===== src/rtl/first_stage_element_feeder_pkg.sv =====
// Shared definitions for the first-stage element stream: feeder state encoding
// and the element/layer widths also used by the quadrant accumulator.
package first_stage_element_feeder_pkg;

    localparam int ELEM_W  = 16;
    localparam int LAYER_W = 2;

    typedef enum logic [1:0] {
        ST_IDLE  = 2'd0,
        ST_ISSUE = 2'd1,
        ST_DRAIN = 2'd2
    } feeder_state_e;

endpackage


===== src/rtl/first_stage_element_feeder_counter.sv =====
// Element index / layer counter for the feeder: wraps index at the vector end,
// bumps the layer, and flags the final element of the final layer.
module element_issue_counter
    import first_stage_element_feeder_pkg::*;
#(
    parameter int VECTOR_LENGTH = 16,
    parameter int NUM_LAYERS    = 4,
    parameter int ADDR_WIDTH    = 4
) (
    input  logic                  i_clock,
    input  logic                  i_clear,
    input  logic                  i_load,
    input  logic                  i_advance,
    output logic [ADDR_WIDTH-1:0] o_index,
    output logic [LAYER_W-1:0]    o_layer,
    output logic                  o_last_index,
    output logic                  o_last_all
);

    localparam logic [ADDR_WIDTH-1:0] LP_LAST_INDEX = ADDR_WIDTH'(VECTOR_LENGTH - 1);
    localparam logic [LAYER_W-1:0]    LP_LAST_LAYER = LAYER_W'(NUM_LAYERS - 1);

    logic [ADDR_WIDTH-1:0] r_index;
    logic [LAYER_W-1:0]    r_layer;
    logic                  w_last_index;
    logic                  w_last_all;

    assign w_last_index = (r_index == LP_LAST_INDEX);
    assign w_last_all   = w_last_index && (r_layer == LP_LAST_LAYER);

    // NOTE: non-blocking assignments keep every flop sampling pre-edge values,
    // so ordering between always_ff blocks cannot change the result.
    always_ff @(posedge i_clock) begin
        if (i_clear || i_load) begin
            r_index <= '0;
            r_layer <= '0;
        end else if (i_advance) begin
            if (w_last_index) begin
                r_index <= '0;
                r_layer <= w_last_all ? '0 : r_layer + 1'b1;
            end else begin
                r_index <= r_index + 1'b1;
            end
        end
    end

    assign o_index      = r_index;
    assign o_layer      = r_layer;
    assign o_last_index = w_last_index;
    assign o_last_all   = w_last_all;

endmodule


===== src/rtl/first_stage_element_feeder.sv =====
// Feeder top: start/issue/drain FSM, pause gating with the layer-seam override,
// and the registered element stage driving the quadrant accumulator.
module first_stage_element_feeder
    import first_stage_element_feeder_pkg::*;
#(
    parameter int VECTOR_LENGTH = 16,
    parameter int NUM_LAYERS    = 4,
    parameter int ADDR_WIDTH    = 4
) (
    input  logic                  i_clock,
    input  logic                  i_clear,
    input  logic                  i_start,
    input  logic                  i_pause,
    input  logic [1:0]            i_quadrant_sel,
    input  logic [ELEM_W-1:0]     i_mem_b0,
    input  logic [ELEM_W-1:0]     i_mem_b1,
    input  logic [ELEM_W-1:0]     i_mem_b2,
    input  logic [ELEM_W-1:0]     i_mem_b3,
    output logic [ADDR_WIDTH-1:0] o_mem_addr,
    output logic                  o_mem_read,
    output logic                  o_go,
    output logic [1:0]            o_quadrant,
    output logic [ELEM_W-1:0]     o_b0_element,
    output logic [ELEM_W-1:0]     o_b1_element,
    output logic [ELEM_W-1:0]     o_b2_element,
    output logic [ELEM_W-1:0]     o_b3_element,
    output logic                  o_b_element_ready,
    output logic                  o_last_element,
    output logic                  o_busy,
    output logic                  o_done
);

    feeder_state_e         r_state;
    feeder_state_e         w_next_state;
    logic                  r_go;
    logic [1:0]            r_quadrant;
    logic                  r_busy;
    logic                  r_done_arm;
    logic                  r_done;
    logic                  r_ready;
    logic                  r_last;
    logic [ELEM_W-1:0]     r_b0;
    logic [ELEM_W-1:0]     r_b1;
    logic [ELEM_W-1:0]     r_b2;
    logic [ELEM_W-1:0]     r_b3;

    logic [ADDR_WIDTH-1:0] w_index;
    logic [LAYER_W-1:0]    w_layer;
    logic                  w_last_index;
    logic                  w_last_all;
    logic                  w_start_accept;
    logic                  w_seam;
    logic                  w_issue;

    element_issue_counter #(
        .VECTOR_LENGTH(VECTOR_LENGTH),
        .NUM_LAYERS   (NUM_LAYERS),
        .ADDR_WIDTH   (ADDR_WIDTH)
    ) u_counter (
        .i_clock     (i_clock),
        .i_clear     (i_clear),
        .i_load      (w_start_accept),
        .i_advance   (w_issue),
        .o_index     (w_index),
        .o_layer     (w_layer),
        .o_last_index(w_last_index),
        .o_last_all  (w_last_all)
    );

    // busy stays high through the settle cycle after drain, so start is refused there
    assign w_start_accept = (r_state == ST_IDLE) && !r_busy && i_start;
    // The accumulator loads the first element of layers 1.. without a ready check
    assign w_seam  = (w_index == '0) && (w_layer != '0);
    assign w_issue = (r_state == ST_ISSUE) && (!i_pause || w_seam);

    // NOTE: next state defaults to the current state before the case, so no
    // path through this block leaves it unassigned and no latch is inferred.
    always_comb begin
        w_next_state = r_state;
        unique case (r_state)
            ST_IDLE:  if (w_start_accept)          w_next_state = ST_ISSUE;
            ST_ISSUE: if (w_issue && w_last_all)   w_next_state = ST_DRAIN;
            ST_DRAIN:                              w_next_state = ST_IDLE;
            default:                               w_next_state = ST_IDLE;
        endcase
    end

    always_ff @(posedge i_clock) begin
        if (i_clear) begin
            r_state    <= ST_IDLE;
            r_go       <= 1'b0;
            r_quadrant <= '0;
            r_busy     <= 1'b0;
            r_done_arm <= 1'b0;
            r_done     <= 1'b0;
            r_ready    <= 1'b0;
            r_last     <= 1'b0;
            // NOTE: the element data registers are reset too, because clear
            // must drive every output to zero, not just the control strobes.
            r_b0       <= '0;
            r_b1       <= '0;
            r_b2       <= '0;
            r_b3       <= '0;
        end else begin
            r_state    <= w_next_state;
            r_go       <= w_start_accept;
            if (w_start_accept) begin
                r_quadrant <= i_quadrant_sel;
                r_busy     <= 1'b1;
            end else if (r_done_arm) begin
                r_busy     <= 1'b0;
            end
            // done trails the drain cycle by one settle cycle
            r_done_arm <= (r_state == ST_DRAIN);
            r_done     <= r_done_arm;
            r_ready    <= w_issue;
            r_last     <= w_issue && w_last_index;
            if (w_issue) begin
                r_b0 <= i_mem_b0;
                r_b1 <= i_mem_b1;
                r_b2 <= i_mem_b2;
                r_b3 <= i_mem_b3;
            end
        end
    end

    assign o_mem_addr        = w_index;
    assign o_mem_read        = w_issue;
    assign o_go              = r_go;
    assign o_quadrant        = r_quadrant;
    assign o_b0_element      = r_b0;
    assign o_b1_element      = r_b1;
    assign o_b2_element      = r_b2;
    assign o_b3_element      = r_b3;
    assign o_b_element_ready = r_ready;
    assign o_last_element    = r_last;
    assign o_busy            = r_busy;
    assign o_done            = r_done;

endmodule


===== config.mk =====
export PLATFORM = sky130hd
export DESIGN_NAME = first_stage_element_feeder
export DESIGN_NICKNAME = d
export VERILOG_FILES = /design/src/rtl/first_stage_element_feeder_pkg.sv /design/src/rtl/first_stage_element_feeder_counter.sv /design/src/rtl/first_stage_element_feeder.sv
export SDC_FILE = /design/constraint.sdc
export NUM_CORES = 1
export LEC_CHECK = 0
export CAP_MARGIN = 10
export CELL_PAD_IN_SITES_DETAIL_PLACEMENT = 1
export CELL_PAD_IN_SITES_GLOBAL_PLACEMENT = 1
export CORE_MARGIN = 1.5
export CORE_UTILIZATION = 32
export CTS_CLUSTER_DIAMETER = 150
export DETAILED_ROUTE_END_ITERATION = 10
export PLACE_DENSITY = 0.85
export RECOVER_POWER = 100
export SLEW_MARGIN = 20
export SYNTH_ARGS = -nofsm -noshare
export SYNTH_HDL_FRONTEND = slang
export SYNTH_HIERARCHICAL = 1
export SYNTH_SLANG_ARGS = --single-unit
export TNS_END_PERCENT = 10

===== constraint.sdc =====
create_clock -name i_clock -period 3.2 [get_ports i_clock]
set_clock_uncertainty 0.15 [all_clocks]
set_input_delay 0.96 -clock i_clock [delete_from_list [all_inputs] [get_ports i_clock]]
set_output_delay 0.96 -clock i_clock [all_outputs]
set_load 0.1 [all_outputs]

Word-level counts from Yosys, hierarchy flattened:

Index checks and enable logic that the tools add are counted.

* output and inout port bits: 76
* memories kept: 0
* memory bits (writable): 0
* word-level logic and storage cells: 46
* bits in latches: 0
* input port bits: 70
* memory bits (read-only): 0
* bits in registers: 80

* equal/unequal tests: 6
* muxes and demuxes: 7
* div/mod/pow operators: 0
* add/subtract/negate cells: 2
* magnitude comparators: 0
* multipliers: 0
* bitwise operators: 0
* shifts and indexed selects: 0
* reduce and logical (&&, ||, !) cells: 17

Operator list (number)
* logical AND 1 bit: 7
* two-way mux 2 bit: 3
* adder 4 x 1 -> 4 bit, second input constant: 1
* equality test 2 bit, second input constant: 2
* equality test 4 bit, second input constant: 1
* logical NOT 4 bit: 1
* two-way mux 4 bit: 1
* inequality test 2 x 1 -> 1 bit, second input constant: 2
* one-hot mux 2 bit (2 select lines): 1
* AND reduction 2 bit: 2
* nonzero test 2 bit: 2
* adder 2 x 1 -> 2 bit, second input constant: 1
* equality test 2 x 1 -> 1 bit, second input constant: 1
* logical NOT 1 bit: 2
* logical NOT 2 bit: 1
* logical OR 1 bit: 2
* two-way mux 1 bit: 2

Depth between registers and ports, before layout:

* word-level depth: 7
* mapped depth: 6
* mapped depth without buffers: 5

By module:

Netlist, hierarchy kept.

By module, submodules not included
* first_stage_element_feeder: cells each 312, area an instance 3216.8 um^2, times used 1, sequential area each 1481.4 um^2
* element_issue_counter: cells each 28, area an instance 274.0 um^2, times used 1, sequential area each 120.1 um^2

Least setup slack after synthesis:

No wires, ideal clock.

* path kind: register to output
* from: register u_counter.r_index[0], in the netlist u_counter/o_index[0]
* to: output o_mem_read
* path slack: -0.210 ns
* cell stages (with the launch flop): 4
* path buffers: 1
* required time: 2.090 ns
* arrival time: 2.300 ns
* cell sequence: dfxtp_1 or4_1 a2111oi_4 buf_4

* cells in the longest elaborated chain, start to end: 4

RTL lines
* start: declaration: RTL line first_stage_element_feeder_counter.sv:23 `logic [ADDR_WIDTH-1:0] r_index;`
* start signal: assignment: RTL line first_stage_element_feeder_counter.sv:42 `r_index <= r_index + 1'b1;`
* logical NOT 4 bit: RTL line first_stage_element_feeder.sv:73 `assign w_seam = (w_index == '0) && (w_layer != '0);`
* logical AND 1 bit: RTL line first_stage_element_feeder.sv:73
* logical OR 1 bit: RTL line first_stage_element_feeder.sv:74 `assign w_issue = (r_state == ST_ISSUE) && (!i_pause || w_seam);`
* logical AND 1 bit: RTL line first_stage_element_feeder.sv:74
* end: declaration: RTL line first_stage_element_feeder.sv:20 `output logic o_mem_read,`

Every way passes these cells.

Worst setup path after layout:

* from: input i_pause
* to: output o_mem_read

* cells in the longest elaborated chain, start to end: 3

RTL lines
* start: declaration: RTL line first_stage_element_feeder.sv:13 `input logic i_pause,`
* logical NOT 1 bit: RTL line first_stage_element_feeder.sv:74
* logical OR 1 bit: RTL line first_stage_element_feeder.sv:74
* logical AND 1 bit: RTL line first_stage_element_feeder.sv:74

Every way passes these cells.

==> out/metrics.cfg <==
[worst_setup_path]
cp.required_ns = 2.09
reg2reg_slack_ns = 0.56
cp.arrival_ns = 2.02
critical_path_class = primary input to output port
cp_max_fo = 2
worstSetupStartpointType = primary input
worstReg2RegEnd = u_counter/o_index[2]
critPathCaptureType = output port
rr_startpoint = u_counter/o_index[1]
ff2ff_path_depth = 8

[routing]
ant_nets = 0
wl_per_cell_um = 13.8
drc = 0
totalWireLength_mm = 8.61
drt-pass1-iter-count = 4
via_per_inst = 4.52
dr.first_iter.drc_count = 75
via_count = 2815

[power_and_ir_drop]
clock_power_share = 0.337
power_frac_comb = 0.240
peakVddDrop_mv = 0.222
p_leak_nw = 1.74
sw_frac_of_total = 0.329
power.density_nw_per_um2 = 518
power_frac_seq = 0.424
power.switching_mw = 0.825
cell_internal_pwr_mw = 1.69

[clock_network]
htreeDepth = 3
cts_sinks = 80
clk_latency_ns = 0.35
cts_tree = built
cts_buffers = 9
hold_buffers = 0
clk_pin_slew_ns = 0.09
cts-root-buf = clkbuf_8
clockBufferDepth = 2

[synthesis]
synthFlopType = dfxtp_1
synth_area_um2 = 3490
synth_cell_types = 28
synth_edf_count = 0
yosysWarnings = 6
yosysSeqAreaShare = 0.459
avgSynthCellArea_um2 = 10.3
async_flop_share = 0
syn_inst = 340
synth_fp_nets = 412
synth-seq-cells = 80

[worst_hold_path]
hold_depth = 2
hold_start = r_done_arm
hold_path.class = register to register
min_to = o_done

[timing]
final-setup-viol-count = 0
worst_pin_slew_ns = 1.92
max_slew_margin = -0.281
finalCritPeriodShare = 0.978
timing_hold_violations_final = 0
min_period_ns = 3.13
slew_violations = 143
rsz0062_at_grt = false
max_freq_ghz = 0.319

[placement]
io_buffers = 145
dp_hpwl_mm = 6.18
placed_area_um2 = 4880
place.gp.congestion = 0.683
dp_cells = 605

[floorplanning]
placementRows = 37
die_area_um2 = 11500
die_h_um = 107
io_pins = 146
die_x_um = 107
start_util = 0.334
core_area_um2 = 10500

[run_status]
status = finished, violations left
violations = capacitance limit, slew limit

[global_routing]
grt_use_total = 0.151
grt_max_degree = 143
grt_first_pass_wirelength_mm = 14.0
grt_pass1_vias = 2996
grt_overflow = 0
antenna_found_initial = 0

[cells_and_area]
utilization = 0.463
area_growth_syn_to_layout_pct = 38.8
final_nets = 554
fill_cells = 1252
final_common_cell = nand2b_1
final_cells = 623
drive_gt1_frac = 0.0719
multi_input_area_um2 = 1770
finalInstanceArea_um2 = 4850
regArea_um2 = 1610
final_cell_mix = nand2b_1, dfxtp_1, clkbuf_1
antenna_cells = 0

[job]
maxCapViolations = 1

[metal layers]
metal  vias to the layer above  share of wire  global-route usage
met5                         -              0                   0
met2                        86           0.50               0.273
met3                        11          0.073              0.0478
li1                       1388              -                   -
met4                         0          0.012              0.0451
met1                      1330           0.41               0.167
[how the worst max path moves through the flow]
stage | startpoint | to | slack [ns]
detailed placement | i_pause | o_mem_read | -0.20
finish | i_pause | o_mem_read | 0.07
CTS | u_counter/o_index[1] | o_mem_read | 0.02
global placement | i_pause | o_mem_read | -0.14
floorplan | u_counter/o_index[1] | o_mem_read | 0.11
global route | u_counter/o_index[1] | o_mem_read | 0.01
[worst max-delay path, cell delays in order]
cell	delay [ns]
dlygate4sd2_1	0.25
nor3b_4	0.16
a2111oi_4	0.29
buf_4	0.20
buf_12	0.17
[Yosys cell counts, types with 2 or more instances]
master,count,area (um^2)
ha_1,2,25.0
nor3b_1,2,15.0
a21oi_1,2,10.0
buf_4,4,30.0
nor2_1,8,30.0
nor3_1,3,15.0
nand2b_1,128,801
nand2_1,3,11.3
dfxtp_1,80,1600
mux2i_1,68,681
inv_1,3,11.3
nor2b_1,3,18.8
and3b_1,2,17.5
clkbuf_1,15,56.3
xor2_1,2,17.5
buf_6,3,33.8
[cell families after synthesis]
family                     count (synthesis)  share of synthesized area
and+or+nand+nor                          156                      0.277
muxes                                     68                      0.195
xor gates and xnor gates                   3                    0.00753
AOI/OAI and AO/OA                          6                     0.0165
DFF                                       80                      0.459
adders and majority gates                  2                    0.00717
buffers and inverters                     25                     0.0376
[registers in the layout (all words and copies together) (netlist names), 2 cells and up]
signal             flops
o_b0_element          16
o_b1_element          16
o_b2_element          16
o_b3_element          16
u_counter/o_index      4
o_quadrant             2
r_state                2
u_counter/o_layer      2
[metrics by stage]
step / total power [mW] / setup slack [ns] / hold WS [ns] / TNS, ns
5_1_grt: 2.62 / 0.0134 / 0.322 / 0
6_report: 2.51 / 0.0694 / 0.305 / 0
3_5_place_dp: 1.73 / -0.197 / 0.294 / -0.402
3_3_place_gp: 1.72 / -0.142 / 0.286 / -0.145
2_1_floorplan: 1.54 / 0.113 / 0.266 / 0
4_1_cts: 2.58 / 0.0182 / 0.308 / 0
[power by group through the flow]
stage | Clock [mW] | Sequential [mW] | Combinational (mW)
6_report | 0.845 | 1.06 | 0.602
5_1_grt | 0.917 | 1.07 | 0.632
4_1_cts | 0.874 | 1.07 | 0.643
3_5_place_dp | 0 | 1.09 | 0.639
3_3_place_gp | 0 | 1.09 | 0.629
2_1_floorplan | 0 | 1.38 | 0.155
[cell type report]
cell class                 count  area share
clock inverter                 6      0.0188
multi-input combinational    235       0.366
tap                          136      0.0351
inverter                       3     0.00232
sequential                    80       0.332
clock buffer                  10      0.0284
timing repair buffer         153       0.218
[what timing repair did]
item	CTS	global route
cloned	0	0
gates resized for setup	3	1
pin swaps	1	0
setup endpoints to repair	1	1
setup buffers	2	0
endpoints found under the hold margin	0	0
(Power assumes the default switching activity.)
